`src/rtl/fetch_ctrl.sv`:
```
// Fetch/hazard controller: orders stalls, redirects, memory freeze and halt,
// and keeps saturating stall/redirect performance counters.
module fetch_ctrl #(
  parameter int unsigned LOAD_LAT = 1
) (
  input  logic        clk,
  input  logic        rst,
  input  logic [4:0]  id_rs1,
  input  logic [4:0]  id_rs2,
  input  logic [4:0]  ex_rd,
  input  logic        ex_mem_read,
  input  logic        ex_branch_taken,
  input  logic [31:0] ex_branch_target,
  input  logic        mem_busy,
  input  logic        halt_req,
  output logic        PCWrite,
  output logic        branch,
  output logic [31:0] branchPC,
  output logic        ifid_write,
  output logic        ifid_flush,
  output logic        idex_bubble,
  output logic        freeze,
  output logic        halted,
  output logic [15:0] stall_cnt,
  output logic [15:0] redirect_cnt
);

  typedef enum logic [1:0] {
    RUN      = 2'd0,
    LU_STALL = 2'd1,
    HALT     = 2'd2
  } state_t;

  state_t     state, state_nxt;
  logic [3:0] lu_cnt, lu_cnt_nxt;
  logic       load_use;
  logic       stall_inc;

  assign load_use = ex_mem_read && (ex_rd != 5'd0) &&
                    ((ex_rd == id_rs1) || (ex_rd == id_rs2));

  always_ff @(posedge clk or posedge rst) begin
    if (rst) begin
      state  <= RUN;
      lu_cnt <= 4'd0;
    end else begin
      state  <= state_nxt;
      lu_cnt <= lu_cnt_nxt;
    end
  end

  // Outputs are held low while rst is asserted.
  always_comb begin
    state_nxt   = state;
    lu_cnt_nxt  = lu_cnt;
    PCWrite     = 1'b0;
    branch      = 1'b0;
    branchPC    = 32'd0;
    ifid_write  = 1'b0;
    ifid_flush  = 1'b0;
    idex_bubble = 1'b0;
    freeze      = 1'b0;
    halted      = 1'b0;
    if (!rst) begin
      unique case (state)
        RUN: begin
          if (mem_busy) begin
            freeze = 1'b1;
          end else if (ex_branch_taken) begin
            branch      = 1'b1;
            branchPC    = ex_branch_target;
            ifid_flush  = 1'b1;
            idex_bubble = 1'b1;
            ifid_write  = 1'b1;
          end else if (load_use) begin
            idex_bubble = 1'b1;
            if (LOAD_LAT > 1) begin
              state_nxt  = LU_STALL;
              lu_cnt_nxt = 4'(LOAD_LAT - 1);
            end
          end else if (halt_req) begin
            idex_bubble = 1'b1;
            state_nxt   = HALT;
          end else begin
            PCWrite    = 1'b1;
            ifid_write = 1'b1;
          end
        end
        LU_STALL: begin
          if (mem_busy) begin
            freeze = 1'b1;
          end else begin
            idex_bubble = 1'b1;
            lu_cnt_nxt  = lu_cnt - 4'd1;
            if (lu_cnt <= 4'd1) begin
              state_nxt  = RUN;
              lu_cnt_nxt = 4'd0;
            end
          end
        end
        HALT: begin
          halted      = 1'b1;
          idex_bubble = 1'b1;
        end
        default: begin
          state_nxt  = RUN;
          lu_cnt_nxt = 4'd0;
        end
      endcase
    end
  end

  assign stall_inc = !rst && !PCWrite && !branch && (state != HALT);

  always_ff @(posedge clk or posedge rst) begin
    if (rst) begin
      stall_cnt    <= 16'd0;
      redirect_cnt <= 16'd0;
    end else begin
      if (stall_inc && (stall_cnt != 16'hFFFF))
        stall_cnt <= stall_cnt + 16'd1;
      if (branch && (redirect_cnt != 16'hFFFF))
        redirect_cnt <= redirect_cnt + 16'd1;
    end
  end

endmodule

```
`config.mk`:
```
export PLATFORM = sky130hd
export DESIGN_NAME = fetch_ctrl
export DESIGN_NICKNAME = d
export VERILOG_FILES = /design/src/rtl/fetch_ctrl.sv
export SDC_FILE = /design/constraint.sdc
export NUM_CORES = 1
export LEC_CHECK = 0
export ABC_AREA = 0
export CAP_MARGIN = 10
export CORE_MARGIN = 5
export CORE_UTILIZATION = 42
export CTS_BUF_LIST = sky130_fd_sc_hd__clkbuf_2
export CTS_CLUSTER_SIZE = 8
export DETAILED_ROUTE_END_ITERATION = 12
export PLACE_DENSITY = 0.92
export REMOVE_ABC_BUFFERS = 1
export SETUP_SLACK_MARGIN = 0.3
export SYNTH_ARGS = -nofsm -noshare
export SYNTH_HDL_FRONTEND = slang
export SYNTH_SLANG_ARGS = --single-unit
```
`constraint.sdc`:
```
create_clock -name clk -period 3.3 [get_ports clk]
set_input_delay 0.33 -clock clk [delete_from_list [all_inputs] [get_ports clk]]
set_output_delay 0.33 -clock clk [all_outputs]
set_load 0.02 [all_outputs]
```
# == After elaboration in Yosys (flattened, before gate mapping) ==
# Index checks and enable logic that the tools add are counted.
# classes
mux,40
reduce_logical,17
order_cmp,1
eq_ne,13
n_addsub,3
n_bitwise,3
# op_table
op,count
$mux W32,4
$add A16 B1 Y16 const B,2
$ne A16 B16 Y1 const B,2
$mux W1,25
$ne A2 B2 Y1 const B,7
$mux W2,6
$eq A5 B5 Y1,2
$mux W4,2
$pmux W4 S2,1
$reduce_and A8 Y1,1
$logic_and A1 B1 Y1,7
$pmux W2 S3,1
$reduce_bool A5 Y1,1
$le A4 B1 Y1 const B,1
$reduce_or A2 Y1,2
$sub A4 B1 Y4 const B,1
$logic_not A1 Y1,3
$not A1 Y1,3
$pmux W1 S3,1
$reduce_and A3 Y1,1
$eq A2 B1 Y1 const B,1
$eq A2 B2 Y1 const B,1
$logic_not A2 Y1,1
$logic_or A1 B1 Y1,1
# totals
in_bits,53
elab_cells,81
out_inout_bits,71
ff_bits,38

# == Logic depth before layout (Yosys ltp) ==
# Gate-level depths: netlist of run 1.
# logic_depth
word_depth,13
mapped_depth,8
depth_no_buf,7

# == Least setup slack after synthesis of run 1 ==
# Ideal clock, no wire load.
# synth_timing
kind,register to register
from,register state[1]
to,register redirect_cnt[4]
path_buffers,1
setup_ns,0.130
required_time_ns,3.170
stages_incl_launch_ff,8
t_arrival_ns,1.844
setup_slack_ns,1.326
period_less_slack_ns,1.974
cell_sequence,dfrtp_1 -> nor3_1 -> and2_1 -> a21boi_2 -> and2_0 -> buf_2 -> nand3_1 -> xnor2_1
# synth_via
elab_chain_cells,4
# synth_lines
element,line_no,text
start: declaration,34,"state_t state, state_nxt;"
start signal: assignment,47,state <= state_nxt;
$logic_not A2 Y1,65,unique case (state)
$mux W1,65,
$mux W1,64,if (!rst) begin
net branch,17,"output logic branch,"
$logic_and A1 B1 Y1,122,if (branch && (redirect_cnt != 16'hFFFF))
end signal: assignment,123,redirect_cnt <= redirect_cnt + 16'd1;
end: declaration,25,output logic [15:0] redirect_cnt
# The timed path passes the listed nets, and every way through them passes these cells.
# A chain may end at the register's enable or synchronous reset.

# == Worst setup path after layout of run 1 ==
# layout_timing
from,input ex_rd[1]
to,output ifid_write
# layout_via
elab_chain_cells,8
word_cells_on_any_way,11
classes_between,eq/ne: 2; mux: 5; reduce/logical: 4
# layout_lines
element,line_no,text
start: declaration,10,"input logic [4:0] ex_rd,"
$eq A5 B5 Y1 or $reduce_bool A5 Y1 (tied branches),"40, 39",
$logic_or A1 B1 Y1 or $logic_and A1 B1 Y1 (tied branches),"40, 39",
$logic_and A1 B1 Y1 (*),39,assign load_use = ex_mem_read && (ex_rd != 5'd0) &&
$mux W1 (*),75,end else if (load_use) begin
$mux W1 (*),69,end else if (ex_branch_taken) begin
$mux W1 (*),67,if (mem_busy) begin
$mux W1 (*),65,
$mux W1 (*),64,
end: declaration,19,"output logic ifid_write,"
# Mark *: on every way between the ends. The rest lies on a longest branch, timed or not.

==> out/qor.yml, run 1 <==
crit_fanout: 3
ant_nets: 0
worstSetupPathType: "in -> out"
r2r_start: "stall_cnt[0]$_DFFE_PP0P_"
drt_iter0_drc: 57
final_core_utilization: 0.7218
std_cell_rows: 25
track_usage: 0.1904
gp_congestion: 0.7860
finalMaxSlewViolations: 0
top_usage_layer: "met2"
hold_path.class: "in -> async"
r2r_setup_slack_ps: 1240
wl_per_cell_um: 14.85
multi_input_area_um2: 1172
cts_setup_buffers: 0
grt_start_max_net_pins: 36
cp-end-kind: "output port"
post-place-ws_ps: 309.4
synth_edf_count: 0
io_buffer_count: 123
h-tree-depth: 2
register_area_um2: 825.8
setup_viol: 0
min_period_ps: 2817
viasPerCell: 5.002
syn_avg_cell_area_um2: 9.378
p_per_area_nw_per_um2: 240.5
first_pass_iters: 4
die_x_um: 80.09
worst_pin_slew_ps: 734.8
synth_top_cell_by_area: "dfrtp_1"
yosysTopAreaCellShare: 0.4002
core_um2: 4755
dieArea_um2: 6414
synth-main-ff-cell: "dfrtp_1"
finClkSkew_ps: 12.36
antenna_found_initial: 0
cts_tree: "yes"
arrival_ps: 2490
grt_pass1_vias: 2117
syn_area_um2: 2063
required_ps: 2970
grt_use_met3: 0.06166
period_share: 0.8535
diodes: 0
cts_buffer_depth: 2
fillers: 346
postLayoutSetupSlackWorst_ps: 483.4
initial_core_util: 0.4339
root_buffer: "clkbuf_2"
ys_warn_count: 0
via_count: 2061
nets: 399
post-route-drc-count: 0
tns_ps: 0
synthToLayoutAreaGrowth_pct: 66.34
layout-drive-gt1-share: 0.06377
ir_drop_mv: 0.1997
ys_top_cells_by_area: "dfrtp_1 (40%), and3_1 (12%), xor2_1 (8.5%)"
clk_pin_slew_ps: 180
rsz0062_at_grt: "false"
numCtsBuffers: 5
ys_ff_latch: 33
fmax_mhz: 355.0
leakagePower_uw: 0.001520
ios: 124
syn_inst: 220
synth.distinct_cells: 37
grt_pass1_wl_mm: 9.818
clkSinkCount: 33
placed_cell_area_um2: 3363
final_area_um2: 3432
cap_viol_max_count: 0
hold_viol: 0
clk_latency_ps: 360
synthArstFlopShare: 1.000
fin_hold_ws_ps: 497.7
reg2reg_depth: 7
routed_wl_mm: 6.117
grt_overflow: 0
relSlewSlack: 0.5068
r2r-end: "stall_cnt[1]$_DFFE_PP0P_"
hpwl_mm: 4.927
cp-start-kind: "input pin"
hold_buffers: 0
grt_use_met2: 0.3187
grtUsageMet1: 0.2404
status: "completed"
die_h_um: 80.09
yosysSeqAreaShare: 0.4002
## cell usage in the layout, fill, tap and decap left out, types with 2 or more instances in the layout
cell type        count
nor2b_1              2
clkbuf_2             6
nand3_1             14
clkdlybuf4s50_1    122
dfrtp_1             33
nor3_2               4
xor2_1              20
and3_1              38
ha_1                 2
buf_4                4
a211oi_1             6
a21oi_1              3
inv_1                6
o21ai_1              2
and2_1               4
o21ai_0              2
mux2_2               3
xnor2_1             18
and4_1               2
nor2_1              14
nand2_1             12
nand4_1             11
## metal layers
layer,wire length [um],up-vias
met5,0,-
met4,12,0
met3,395,2
met2,3221,59
met1,2487,972
li1,-,1028
## worst max-delay path: stages
cell and delay [ps]:
clkdlybuf4s50_1 470, or4_1 530, o21ai_1 200, nor2_1 100
nor2_2 140, o21a_1 120, clkdlybuf4s50_1 600
## through the flow
stage,total power (uW),std cells
floorplan,466.9,210
global placement,562.0,404
detailed placement,565.4,404
CTS,829.6,412
global route,866.3,412
finish,825.2,412
## final cells by class
| type | count | area share |
|---|---|---|
| well taps | 67 | 0.02443 |
| clock inverters | 2 | 0.009843 |
| repair buffers | 127 | 0.3682 |
| inverters | 6 | 0.006562 |
| multi-input cells | 171 | 0.3416 |
| flip-flops and latches | 33 | 0.2406 |
| clock buffers | 6 | 0.008750 |
## registers in the layout, indices dropped and copies added, names as in the netlist
signal and count:
state 1, redirect_cnt 16, stall_cnt 16
## logic make-up (layout without fill, tap and decap cells)
family / after synthesis / after routing / synth area share
fa+ha+maj: 2 / 2 / 0.01213
buf+inv: 16 / 141 / 0.03517
flops: 33 / 33 / 0.4002
mux: 3 / 3 / 0.01637
simple gates: 106 / 106 / 0.2899
compound gates: 22 / 22 / 0.08490
xor+xnor: 38 / 38 / 0.1613
## cell usage after synthesis, types with 2 or more instances
cell type	count
nand3_1	14
dfrtp_1	33
and3_1	38
nand2_1	12
nor3_2	3
ha_1	2
nor2_1	15
o21ai_0	3
clkbuf_1	7
and4_1	2
inv_1	6
a211oi_1	6
a21oi_1	3
mux2_2	3
nor2b_1	2
nand4_1	11
xor2_1	20
and2_1	4
xnor2_1	18
## how the worst max path moves through the flow
stage                                        endpoint  slack, ps                 start  cells after the start
after CTS                                     PCWrite        370              ex_rd[1]                      7
after global routing                      idex_bubble        350              ex_rd[2]                      8
after global placement                        PCWrite        320              ex_rd[1]                      7
after floorplan           redirect_cnt[4]$_DFFE_PP0P_        250  state[1]$_DFFE_PP0P_                      6
final                                      ifid_write        480              ex_rd[1]                      7
after detailed placement                      PCWrite        310              ex_rd[1]                      7
## where the power goes
group          switching (uW)  total (uW)  internal [uW]
Combinational            52.5         135           82.2
Clock                     138         267            129
Sequential               11.2         423            412
## timing repair
item,CTS,global route
gates cloned,0,0
pin swaps,0,0
resized for setup,1,2
endpoints found under the setup margin,1,2
No activity file was read; power rests on OpenSTA's default activity.
==> inputs of run 2 (changes only) <==
PLACE_DENSITY = 0.95   (was 0.92)
==> out/qor.yml, run 2 (synthesized netlist as in run 1, its figures left out) <==
cap_viol_max_count: 0  # unchanged
worstSetupPathType: "in -> out"
dieArea_um2: 6414  # unchanged
p_seq_frac: 0.510  # -0.003
cp-end-kind: "output port"
arrival_ps: 2480  # about the same
cts_buffer_depth: 2  # unchanged
grt_pass1_wl_mm: 10.27  # +4.6%
final_cells: 412  # unchanged
period_share: 0.8512  # -0.002345
hpwl_mm: 5.046  # +2.4%
setup_viol: 0  # unchanged
crit_fanout: 3  # unchanged
core_um2: 4755  # unchanged
nets: 399  # unchanged
cts_tree: "yes"
routed_wl_mm: 6.351  # +3.8%
die_h_um: 80.09  # unchanged
finalMaxSlewViolations: 0  # unchanged
p_int_uw: 624.0  # about the same
total_power_uw: 829.3  # +0.49%
rsz0062_at_grt: "false"
numCtsBuffers: 5  # unchanged
ant_nets: 0  # unchanged
wl_per_cell_um: 15.42  # +3.8%
switching_share: 0.2475  # +0.003495
tns_ps: 0  # unchanged
r2r_start: "stall_cnt[0]$_DFFE_PP0P_"
layout_common_cells: "clkdlybuf4s50_1 (122), and3_1 (38), dfrtp_1 (33)"
via_count: 2104  # +2.1%
hold_path.class: "in -> async"
postLayoutSetupSlackWorst_ps: 491.2  # +7.740 ps
clkSinkCount: 33  # unchanged
hold_viol: 0  # unchanged
required_ps: 2970  # about the same
fmax_mhz: 356.0  # +0.28%
timing.critical_path.from: "ex_rd[2]"
ir_drop_mv: 0.2383  # +19%
h-tree-depth: 2  # unchanged
worst_pin_slew_ps: 772.9  # +38.05 ps
status: "completed"
synthToLayoutAreaGrowth_pct: 66.53
layout-drive-gt1-share: 0.06667  # +0.002899
finClkSkew_ps: 29.58  # +17.23 ps
mostFrequentLayoutCell: "clkdlybuf4s50_1"
p_per_area_nw_per_um2: 241.4  # +0.38%
viasPerCell: 5.107  # +2.1%
post-route-drc-count: 0  # unchanged
reg_top3: "redirect_cnt x16, stall_cnt x16, state x1"
clk_pin_slew_ps: 190  # about the same
dp_cells: 404  # unchanged
grt_start_max_net_pins: 36  # unchanged
root_buffer: "clkbuf_2"
initial_core_util: 0.4339  # unchanged
gp_congestion: 0.8121  # +3.3%
std_cell_rows: 25  # unchanged
hold_buffers: 0  # unchanged
clk_latency_ps: 390  # +30 ps
placed_cell_area_um2: 3363  # unchanged
first_pass_iters: 4  # unchanged
min_period_ps: 2809  # -7.740 ps
ios: 124  # unchanged
relSlewSlack: 0.4813  # -0.02554
post-place-ws_ps: 275.8  # -33.52 ps
diodes: 0  # unchanged
final_area_um2: 3436  # +0.11%
power_frac_comb: 0.165  # +0.002
antenna_found_initial: 0  # unchanged
leakagePower_uw: 0.001521  # about the same
power.share.clock: 0.325  # about the same
grt_pass1_vias: 2220  # +4.9%
grt_overflow: 0  # unchanged
io_buffer_count: 123  # unchanged
cp-start-kind: "input pin"
track_usage: 0.2023  # +0.01186
switchingPower_uw: 205.3  # +1.9%
drt_iter0_drc: 67  # +18%
die_x_um: 80.09  # unchanged
==> run 2: cell type report <==
class                           count  area (um^2)
Sequential cell                    33        825.8
Multi-Input combinational cell    171         1176
Fill cell                         355         1319
Clock buffer                        6        30.03
Clock inverter                      2        33.78
Timing Repair Buffer              127         1264
Tap cell                           67        83.83
Inverter                            6        22.52
==> run 2: metrics by stage <==
stage,util,hold WS (ps)
floorplan,-,458.9
global placement,0.7074,475.3
detailed placement,0.7074,485.5
CTS,0.7208,462.3
global route,0.7226,505.2
finish,0.7226,457.4
==> run 2: path summary, 6_finish.rpt <==
kind                       cells past startpoint                          end  slack, ps
max in group asynchronous                      3  redirect_cnt[1]$_DFFE_PP0P_       2520
setup reg to reg                               7     stall_cnt[1]$_DFFE_PP0P_       1220
setup / recovery                               7                   ifid_write        490
min in group clk                               1  redirect_cnt[9]$_DFFE_PP0P_        510
hold / removal                                 3    stall_cnt[10]$_DFFE_PP0P_        460
hold reg to reg                                1  redirect_cnt[9]$_DFFE_PP0P_        510
==> run 2: repair_timing <==
action / CTS / global route
gates cloned: 0 / 0
setup endpoints to repair: 1 / 3
pin swaps: 0 / 0
gates resized for setup: 1 / 3
setup buffers: 0 / 0
==> run 2: power by group through the flow <==
| stage | logic, uW | registers (uW) | clock network [uW] |
|---|---|---|---|
| after floorplan | 29.1 | 438 | 0 |
| after global placement | 132 | 430 | 0 |
| after detailed placement | 136 | 430 | 0 |
| after CTS | 137 | 423 | 279 |
| after global routing | 148 | 425 | 300 |
| final | 136 | 423 | 270 |
==> run 2: routing by layer <==
metal,vias to the layer above,share of wire,track usage
li1,1025,-,-
met2,78,0.53,0.3551
met4,0,0.014,0.05912
met5,-,0,0
met3,9,0.067,0.06502
met1,992,0.39,0.2336
==> run 2: worst max-delay path: stages <==
cell and delay [ps]:
clkdlybuf4s50_1 490, or4_1 550, o21ai_2 170, nor2_1 80, nor2_2 140, o21a_1 120
clkdlybuf4s50_1 600
==> inputs of run 3 (changes only) <==
CORE_MARGIN = 3   (was 5)
==> out/qor.yml, run 3 (synthesized netlist as in run 1, its figures left out) <==
status: "completed"
io_buffer_count: 123  # unchanged
relSlewSlack: 0.4844  # +0.003164
grt_start_max_net_pins: 36  # unchanged
post-route-drc-count: 0  # unchanged
cp-start-kind: "input pin"
reg_top3: "redirect_cnt x16, stall_cnt x16, state x1"
cts_tree: "yes"
mostFrequentLayoutCell: "clkdlybuf4s50_1"
switching_share: 0.2465  # -0.001057
clk_latency_ps: 360  # -30 ps
hold_path.class: "in -> async"
r2r_start: "stall_cnt[2]$_DFFE_PP0P_"
min_period_ps: 2896  # +86.81 ps
fmax_mhz: 345.3  # -3.0%
p_int_uw: 623.7  # about the same
wl_per_cell_um: 15.99  # +3.7%
final_cells: 410  # -0.49%
cts_setup_buffers: 0  # unchanged
ant_nets: 0  # unchanged
p_per_area_nw_per_um2: 241.5  # about the same
hold_buffers: 0  # unchanged
reg2reg_depth: 6  # -1
dp_cells: 402  # -0.50%
grt_pass1_vias: 2227  # +0.32%
hpwl_mm: 5.135  # +1.8%
p_seq_frac: 0.512  # +0.002
nets: 399  # unchanged
cts_buffer_depth: 2  # unchanged
timing.critical_path.from: "ex_rd[1]"
clk_pin_slew_ps: 170  # -20 ps
worstSetupPathType: "in -> out"
layout-drive-gt1-share: 0.06087  # -0.005797
dieArea_um2: 5790  # -9.7%
period_share: 0.8775  # +0.02631
switchingPower_uw: 204.0  # -0.62%
placed_cell_area_um2: 3361  # about the same
cp-end-kind: "output port"
grt_pass1_wl_mm: 10.83  # +5.4%
antenna_found_initial: 0  # unchanged
track_usage: 0.2263  # +0.02406
die_h_um: 76.09  # -5.0%
power_frac_comb: 0.164  # about the same
worst_pin_slew_ps: 768.2  # -4.713 ps
final_core_utilization: 0.7558  # +0.03316
r2r-end: "stall_cnt[1]$_DFFE_PP0P_"
setup_viol: 0  # unchanged
h-tree-depth: 2  # unchanged
root_buffer: "clkbuf_2"
first_pass_iters: 4  # unchanged
arrival_ps: 2570  # +90 ps
rsz0062_at_grt: "false"
cap_viol_max_count: 0  # unchanged
core_um2: 4534  # -4.6%
r2r_setup_slack_ps: 1170  # -50 ps
numCtsBuffers: 5  # unchanged
routed_wl_mm: 6.555  # +3.2%
crit_fanout: 3  # unchanged
layout_common_cells: "clkdlybuf4s50_1 (122), and3_1 (38), dfrtp_1 (33)"
final_area_um2: 3427  # -0.25%
ir_drop_mv: 0.2221  # -6.8%
initial_core_util: 0.4550  # +0.02107
tns_ps: 0  # unchanged
power.share.clock: 0.324  # about the same
gp_congestion: 0.8413  # +3.6%
total_power_uw: 827.7  # -0.19%
required_ps: 2970  # about the same
finalMaxSlewViolations: 0  # unchanged
endpoint: "ifid_write"
grt_overflow: 0  # unchanged
viasPerCell: 5.237  # +2.5%
hold_viol: 0  # unchanged
via_count: 2147  # +2.0%
std_cell_rows: 24  # -4.0%
finClkSkew_ps: 7.805  # -21.78 ps
clkSinkCount: 33  # unchanged
diodes: 0  # unchanged
drt_iter0_drc: 126  # +88%
synthToLayoutAreaGrowth_pct: 66.10
leakagePower_uw: 0.001520  # about the same
die_x_um: 76.09  # -5.0%
ios: 124  # unchanged
## run 3: cell counts in the layout (fill, tap and decap cells not counted)
Identical to the previous run, type by type.
## run 3: critical path, stage by stage
cell and delay [ps]:
clkdlybuf4s50_1 460, or4_1 550, o21ai_1 200, nor2_1 90, nor2_1 180, o21a_1 140
clkdlybuf4s50_1 600
## run 3: timing repair
action                                  CTS  global route
resized for setup                         1             1
hold endpoints to repair                  0             0
endpoints found under the setup margin    1             1
pin swaps                                 0             0
## run 3: worst min path at each step
stage / startpoint / end / slack, ps
global placement: redirect_cnt[9]$_DFFE_PP0P_ / redirect_cnt[9]$_DFFE_PP0P_ / 480
detailed placement: redirect_cnt[9]$_DFFE_PP0P_ / redirect_cnt[9]$_DFFE_PP0P_ / 500
global route: redirect_cnt[9]$_DFFE_PP0P_ / redirect_cnt[9]$_DFFE_PP0P_ / 540
finish: rst / redirect_cnt[11]$_DFFE_PP0P_ / 490
floorplan: rst / redirect_cnt[0]$_DFFE_PP0P_ / 460
CTS: rst / redirect_cnt[11]$_DFFE_PP0P_ / 490
## run 3: area by class of cell
cell class,count,area [um^2]
multi-input cells,171,1170
clock inverters,2,33.78
repair buffers,127,1264
clock buffers,6,30.03
well taps,65,81.33
inverters,6,22.52
flip-flops and latches,33,825.8
fillers,297,1107
## run 3: power groups by stage
stage	combinational [uW]	sequential [uW]	clock (uW)
detailed placement	136	431	0
CTS	137	423	271
global placement	132	430	0
finish	136	424	268
global route	146	425	289
floorplan	29.1	438	0
## run 3: metal layers
metal | up-vias | global-route usage | wire [um]
li1 | 1024 | - | -
met2 | 87 | 0.4255 | 3619
met3 | 7 | 0.05556 | 462
met1 | 1029 | 0.2617 | 2431
met4 | 0 | 0.03986 | 42
met5 | - | 0 | 0
## run 3: through the flow
step	worst slack, ps	hold WS, ps
final	404.4	490.6
after CTS	350.7	486.7
after detailed placement	279.1	497.2
after global routing	305.0	541.7
after floorplan	252.7	458.9
after global placement	312.7	477.3
